### src/rtl/md5_pkg.sv
// Shared types and constants for the MD5 block padder: FSM state encoding
// and the byte positions that shape a padded 512-bit block.
package md5_pkg;

  typedef enum logic [2:0] {
    COLLECT = 3'd0,
    PAD80   = 3'd1,
    PADZ    = 3'd2,
    LEN     = 3'd3,
    EMIT    = 3'd4
  } state_t;

  localparam int                 BLOCK_BYTES = 64;
  localparam int                 IDX_W       = $clog2(BLOCK_BYTES);
  localparam logic [IDX_W-1:0]   LEN_POS     = IDX_W'(56);
  localparam logic [IDX_W-1:0]   LAST_IDX    = IDX_W'(BLOCK_BYTES - 1);
  localparam logic [7:0]         PAD_BYTE    = 8'h80;

endpackage

### src/rtl/md5_byte_buffer.sv
// 64x8 block buffer: one indexed byte write per cycle, whole block readable
// flat with byte k at [8k+7:8k].
module md5_byte_buffer
  import md5_pkg::*;
(
  input  logic                   Clk,
  input  logic                   wr_en,
  input  logic [IDX_W-1:0]       wr_idx,
  input  logic [7:0]             wr_data,
  output logic [8*BLOCK_BYTES-1:0] flat
);

  // No reset: every position is rewritten before a block is presented.
  logic [8*BLOCK_BYTES-1:0] mem;

  always_ff @(posedge Clk) begin
    if (wr_en) begin
      mem[{wr_idx, 3'b000} +: 8] <= wr_data;
    end
  end

  assign flat = mem;

endmodule

### src/rtl/md5_block_padder.sv
// MD5 message padder: collects a byte stream, appends 0x80, zero fill and the
// 64-bit little-endian bit length, and hands out 512-bit blocks one at a time.
module md5_block_padder
  import md5_pkg::*;
#(
  parameter int LEN_W = 32
) (
  input  logic         Clk,
  input  logic         Rst_n,
  input  logic         in_valid,
  output logic         in_ready,
  input  logic [7:0]   in_byte,
  input  logic         in_last,
  output logic         blk_valid,
  input  logic         blk_ready,
  output logic [511:0] blk_data,
  output logic         blk_first,
  output logic         blk_last,
  output state_t       fsm_state
);

  // Handshake: a transfer happens on a rising Clk edge where valid & ready
  // are both high; valid never depends on ready, and block outputs stay
  // stable from the rise of blk_valid until the transfer.

  state_t             state, state_n;
  state_t             ret_state, ret_state_n;
  logic [IDX_W-1:0]   idx, idx_n;
  logic [LEN_W-1:0]   byte_cnt, byte_cnt_n;
  logic               first_pending, first_pending_n;
  logic               last_flag, last_flag_n;

  logic               wr_en;
  logic [7:0]         wr_data;
  logic [511:0]       buf_flat;
  logic [63:0]        bit_len;

  assign bit_len = 64'({byte_cnt, 3'b000});

  md5_byte_buffer u_buf (
    .Clk     (Clk),
    .wr_en   (wr_en),
    .wr_idx  (idx),
    .wr_data (wr_data),
    .flat    (buf_flat)
  );

  always_ff @(posedge Clk) begin
    if (!Rst_n) begin
      state         <= COLLECT;
      ret_state     <= COLLECT;
      idx           <= '0;
      byte_cnt      <= '0;
      first_pending <= 1'b1;
      last_flag     <= 1'b0;
    end else begin
      state         <= state_n;
      ret_state     <= ret_state_n;
      idx           <= idx_n;
      byte_cnt      <= byte_cnt_n;
      first_pending <= first_pending_n;
      last_flag     <= last_flag_n;
    end
  end

  always_comb begin
    state_n         = state;
    ret_state_n     = ret_state;
    idx_n           = idx;
    byte_cnt_n      = byte_cnt;
    first_pending_n = first_pending;
    last_flag_n     = last_flag;
    wr_en           = 1'b0;
    wr_data         = in_byte;

    case (state)
      COLLECT: begin
        if (in_valid) begin
          wr_en      = 1'b1;
          idx_n      = idx + IDX_W'(1);
          byte_cnt_n = byte_cnt + LEN_W'(1);
          if (idx == LAST_IDX) begin
            state_n     = EMIT;
            ret_state_n = in_last ? PAD80 : COLLECT;
          end else if (in_last) begin
            state_n = PAD80;
          end
        end
      end

      PAD80: begin
        wr_en   = 1'b1;
        wr_data = PAD_BYTE;
        idx_n   = idx + IDX_W'(1);
        if (idx == LAST_IDX) begin
          state_n     = EMIT;
          ret_state_n = PADZ;
        end else begin
          state_n = PADZ;
        end
      end

      PADZ: begin
        if (idx == LEN_POS) begin
          state_n = LEN;
        end else begin
          wr_en   = 1'b1;
          wr_data = 8'h00;
          idx_n   = idx + IDX_W'(1);
          // 0x80 landed too late for the length field: spill into a new block.
          if (idx == LAST_IDX) begin
            state_n     = EMIT;
            ret_state_n = PADZ;
          end
        end
      end

      LEN: begin
        wr_en   = 1'b1;
        wr_data = bit_len[{idx[2:0], 3'b000} +: 8];
        idx_n   = idx + IDX_W'(1);
        if (idx == LAST_IDX) begin
          last_flag_n = 1'b1;
          state_n     = EMIT;
          ret_state_n = COLLECT;
        end
      end

      EMIT: begin
        if (blk_ready) begin
          first_pending_n = 1'b0;
          state_n         = ret_state;
          if (last_flag) begin
            first_pending_n = 1'b1;
            byte_cnt_n      = '0;
            last_flag_n     = 1'b0;
          end
        end
      end

      default: begin
        state_n = COLLECT;
      end
    endcase
  end

  assign in_ready  = (state == COLLECT);
  assign blk_valid = (state == EMIT);
  assign blk_first = blk_valid & first_pending;
  assign blk_last  = blk_valid & last_flag;
  assign blk_data  = blk_valid ? buf_flat : '0;
  assign fsm_state = state;

endmodule

### config.mk
export PLATFORM = sky130hd
export DESIGN_NAME = md5_block_padder
export DESIGN_NICKNAME = d
export VERILOG_FILES = /design/src/rtl/md5_pkg.sv /design/src/rtl/md5_byte_buffer.sv /design/src/rtl/md5_block_padder.sv
export SDC_FILE = /design/constraint.sdc
export NUM_CORES = 1
export LEC_CHECK = 0
export ABC_AREA = 1
export CAP_MARGIN = 20
export CELL_PAD_IN_SITES_DETAIL_PLACEMENT = 1
export CELL_PAD_IN_SITES_GLOBAL_PLACEMENT = 1
export CORE_MARGIN = 10
export CORE_UTILIZATION = 35
export CTS_CLUSTER_DIAMETER = 150
export DETAILED_ROUTE_END_ITERATION = 12
export MAX_ROUTING_LAYER = met4
export PLACE_DENSITY_LB_ADDON = 0.3
export SETUP_SLACK_MARGIN = 0.1
export SLEW_MARGIN = 20
export SYNTH_ARGS = -nofsm -noshare
export SYNTH_HDL_FRONTEND = slang
export SYNTH_HIERARCHICAL = 1
export SYNTH_SLANG_ARGS = --single-unit
### constraint.sdc
create_clock -name Clk -period 2.4 [get_ports Clk]
set_input_delay 0.48 -clock Clk [delete_from_list [all_inputs] [get_ports Clk]]
set_output_delay 0.48 -clock Clk [all_outputs]
set_load 0.03 [all_outputs]
# After elaboration in Yosys (flattened, before gate mapping)
# Index checks and enable logic that the tools add are counted.
# totals
ff_bits	558
wordCells	73
# op_classes
add_sub_neg	3
eq_ne	13
shift	3
muxes	33
bitwise	2
reduce_logical	12
# ops
cell	count
512-bit bitwise mux	1
512-bit two-way mux	1
8-bit by 11-bit variable shift with 512-bit output, first input constant	1
8-bit by 11-bit indexed part select with 512-bit output	1
32-bit two-way mux	3
32-bit one-hot mux with 2 select lines	1
64-bit by 7-bit indexed part select with 8-bit output	1
3-bit two-way mux	12
32-bit by 1-bit adder with 32-bit output, second input constant	1
8-bit one-hot mux with 3 select lines	1
6-bit one-hot mux with 3 select lines	1
3-bit one-hot mux with 5 select lines	1
6-bit == test, second input constant	2
6-bit two-way mux	2
3-bit one-hot mux with 4 select lines	1
9-bit negator with 11-bit output	1
3-bit AND reduction	3
8-bit two-way mux	1
6-bit by 1-bit adder with 6-bit output, second input constant	1
3-bit by 2-bit == test with 1-bit output, second input constant	2
1-bit two-way mux	6
2-bit by 1-bit != test with 1-bit output, second input constant	3
2-bit != test, second input constant	3
5-bit AND reduction	1
other kinds (13)	15

# Logic depth before layout (Yosys ltp)
# Gate-level depths: netlist of run 1.
# logic_depth
word_depth	5
ltp_mapped	14

# Cells and area by module
# The synthesis of run 1 kept the hierarchy.
# modules_own_cells
module	n_inst	cells_per_inst	area_per_inst_um2	seq_area_each_um2
md5_byte_buffer	1	1472	19259.7	15374.7
md5_block_padder	1	1572	7006.7	900.9

# Worst setup path after synthesis of run 1
# Ideal clock, no wire load.
# synth_path
kind	reg2reg
startpoint	register idx[0]
endpoint	register u_buf.mem[192], in the netlist u_buf/flat[192] (enable)
setup_time_ns	0.370
t_arrival_ns	2.323
slack_ns	-0.293
path_stages_with_launch	11
path_buffers	3
period_less_slack_ns	2.693
path_cell_list	dfxtp_1 > buf_2 > inv_1 > ha_1 > buf_2 > inv_1 > nand2_1 > nor2_4 > nand3_1 > buf_2 > nor2_1
# synth_via
elab_chain_cells	3
# synth_rtl
element	line	rtl
start, declared	md5_block_padder.sv:28	logic [IDX_W-1:0] idx, idx_n;
start signal, assigned	md5_block_padder.sv:59	idx <= idx_n;
6-bit == test	md5_block_padder.sv:104	if (idx == LEN_POS) begin
1-bit two-way mux	md5_block_padder.sv:104	
1-bit one-hot mux with 3 select lines	md5_block_padder.sv:76	case (state)
end signal, assigned by index	md5_byte_buffer.sv:18	mem[{wr_idx, 3'b000} +: 8] <= wr_data;
end, declared	md5_byte_buffer.sv:14	logic [8*BLOCK_BYTES-1:0] mem;
# No other way between the ends.
# A chain may end at the register's enable or synchronous reset.

# Final worst setup path of run 1
# layout_path
startpoint	register state[1], in the netlist fsm_state[1]
endpoint	output port blk_data[299]
# layout_via
elab_chain_cells	2
# layout_rtl
element	line	rtl
start, declared	md5_block_padder.sv:26	state_t state, state_n;
start signal, assigned	md5_block_padder.sv:57	state <= state_n;
3-bit == test	md5_block_padder.sv:148	assign blk_valid = (state == EMIT);
512-bit two-way mux	md5_block_padder.sv:151	assign blk_data = blk_valid ? buf_flat : '0;
end, declared	md5_block_padder.sv:16	output logic [511:0] blk_data,
# No other way between the ends.

==> results of run 1 <==
Yosys cell counts, types with 3 or more instances:
master,count
nor3_1,36
inv_2,10
o211ai_1,6
buf_6,3
clkbuf_1,39
dfxtp_1,45
buf_1,16
o21ai_0,22
ha_1,6
nor2_2,11
nor2_1,1184
nand4_1,16
edfxtp_1,512
o22ai_1,4
o21ai_1,3
a21oi_1,24
inv_1,647
nand3_1,96
nand2_1,239
buf_2,94
nand2_2,8
nor2_4,6
critical path, delay by kind of cell (launching register included):
| family | cells | cell delay, ns |
|---|---|---|
| buffers and inverters | 4 | 0.74 |
| flip-flops | 1 | 0.36 |
| AND/OR/NAND/NOR | 3 | 0.43 |
cell families after synthesis:
| family | count (synthesis) | share of synthesized area (%) |
|---|---|---|
| adders and majority gates | 6 | 0.2858 |
| and+or+nand+nor | 1603 | 24.19 |
| DFF | 557 | 61.96 |
| xor gates and xnor gates | 1 | 0.03335 |
| AOI/OAI and AO/OA | 64 | 1.343 |
| buffers and inverters | 813 | 12.18 |
where the power goes:
part | internal [mW] | leakage, nW | switching (mW)
combinational | 0.836 | 12.9 | 2.16
sequential | 10.5 | 4.51 | 0.0399
clock | 6.02 | 1.02 | 4.10
routing by layer:
layer | global-route usage [%] | vias up | wire, um
met4 | 11.02 | 0 | 5830
li1 | - | 10720 | -
met5 | - | - | 0
met2 | 47.17 | 998 | 62870
met3 | 4.864 | 255 | 7959
met1 | 30.09 | 11870 | 44940
final timing paths:
check	endpoint	cells after the start	slack [ns]
setup reg to reg	u_buf/flat[281]	16	-0.22
hold / removal	ret_state[0]	2	0.47
hold reg to reg	ret_state[0]	2	0.47
setup / recovery	blk_data[299]	7	-0.26
sequential cells by signal, summed over array words and instances, names as in the netlist:
signal / flops
last_flag: 1
byte_cnt: 32
u_buf/flat: 512
first_pending: 1
ret_state: 2
fsm_state: 3
idx: 6
layout make-up:
class                           count  area (um^2)  area share (%)
Inverter                          659         2491           6.009
Sequential cell                   557        16290           39.30
Tap cell                          969         1212           2.925
Multi-Input combinational cell   1677         9422           22.73
Clock buffer                       64         1495           3.607
Antenna cell                        1        2.502        0.006036
Clock inverter                     46        615.6           1.485
Timing Repair Buffer              830         9926           23.94
per-stage QoR:
step                instances  utilization, %
floorplan                3044               -
global placement         4612           47.50
detailed placement       4612           47.50
CTS                      4755           52.51
global route             4802           55.68
finish                   4803           55.68
repair_timing:
action / CTS / global route
gates resized for setup: 302 / 525
endpoints found under the setup margin: 960 / 1479
buffers inserted: 16 / 37
pin swaps: 8 / 58
gates cloned: 17 / 11
==> impl_results.md, run 1 <==
* Status: finished with violations
* Failing checks: setup timing
* Period minus WS final at 2.657 ns
* H-tree depth at 2
* Share of flip-flops with an asynchronous set or reset at 0%
* Measured slew at the worst slew-check pin at 0.6742 ns
* Share of cells above drive strength 1 at 37.20%
* First-pass GRT wire length at 166.7 mm
* Die width at 293.9 um
* Worst hold slack at 0.4734 ns
* Fill count at 7989
* Slew headroom at 55.05%
* Worst skew pair latency at 0.63 ns
* P per Cell Area at 571.8 nW/um^2
* Most frequent cells in the layout: nor2_1 (803), inv_1 (621), edfxtp_1 (512)
* Root buf cell: clkbuf_16
* Avg Synthesized Cell Area at 8.629 um^2
* Post-DP Area at 35360 um^2
* Max rail drop VDD at 533.2 uV
* Synthesized Nets at 3063
* Setup TNS at -86.13 ns
* IO Port Bufs at 531
* Vias per cell at 4.964
* Synth Instances at 3044
* EDFF count, synth at 512
* Slew Limit Fails at 0
* Kind of end point of the critical path: output pin
* Antenna violations before repair at 4
* Worst setup path start: fsm_state[1]
* Pin count of the biggest net entering global routing at 58
* Final net count at 3802
* Drt pass-1 iters at 5
* Slowest cell on crit path: dfxtp_4
* Crit-path cells: nor2_4, buf_12, nand2_8, buf_16, buf_6, nor2_1, buf_4
* Die Area at 86400 um^2
* Fin area at 41450 um^2
* Synth cell types at 34
* Final wirelength at 121.6 mm
* Leak at 18.42 nW
* F_max at 376.4 MHz
* Total grt overflow at 0
* Post-DRT Antenna Nets at 0
* Arrival @ worst endpoint at 2.18 ns
* Top-area cell type share of the netlist area at 58.53%
* Sink Count at 557
* HPWL after detailed placement at 84.30 mm
* Unrepaired setup endpoints after global routing: true
* Final Power at 23.70 mW
* HP Start: ret_state[0]
* Post-synthesis sequential area ratio at 61.96%
* Final Skew at 0.02235 ns
* Yosys warns at 6
* Reg2reg start: fsm_state[1]
* Area contributors post-synth: edfxtp_1 (59%), nor2_1 (17%), inv_1 (9.2%)
* Final Hold Vio Count at 0
* First DRT Iteration DRCs at 1890
* Synthesis-to-finish area growth at 57.82%
* Number of max-cap violations at 0
* Vias at 23840
* Setup crit start kind: flop
* Initial core utilization at 35.28%
* Synth Flop Type: edfxtp_1
* Hold_buf cts at 0
* DRC Markers at 0
* Most common cell after layout, fill and taps aside: nor2_1
* TritonCTS clock tree: yes
* GRT Total Usage at 26.97%
* Vias in the first global route at 24980
* Inserted Clock Buffers at 58
* Final WS setup at -0.2568 ns
* Hold WC Path Type: flop to flop
* Deepest clock path buffer count at 3
* Synth Cell Area at 26270 um^2
* Critical path class: flop to output pin
* Worst path max stage delay at 0.36 ns
* Cell Rows at 100
* DP Worst Slack at -0.1192 ns
* Wire per inst at 25.32 um
* Reg clk slew, reported paths at 0.06 ns
* CP required at 1.92 ns
* Ports at 532
* Die H at 293.9 um
* Period utilization at 110.7%
* #FFs+latches synth at 557
* Setup-failing EPs final at 1004
* Core area at 74450 um^2
* Final GP Congestion at 0.9190
* Synth area leader: edfxtp_1
* CP Max Fanout at 11
No activity file was read; power rests on OpenSTA's default activity.
==> inputs of run 2 (changes only) <==
--- a/config.mk
+++ b/config.mk
@@ -6,7 +6,6 @@
 export NUM_CORES = 1
 export LEC_CHECK = 0
 export ABC_AREA = 1
-export CAP_MARGIN = 20
 export CELL_PAD_IN_SITES_DETAIL_PLACEMENT = 1
 export CELL_PAD_IN_SITES_GLOBAL_PLACEMENT = 1
 export CORE_MARGIN = 10
==> results of run 2 <==
Final layout, timing and power as in run 1 (identical DEF).
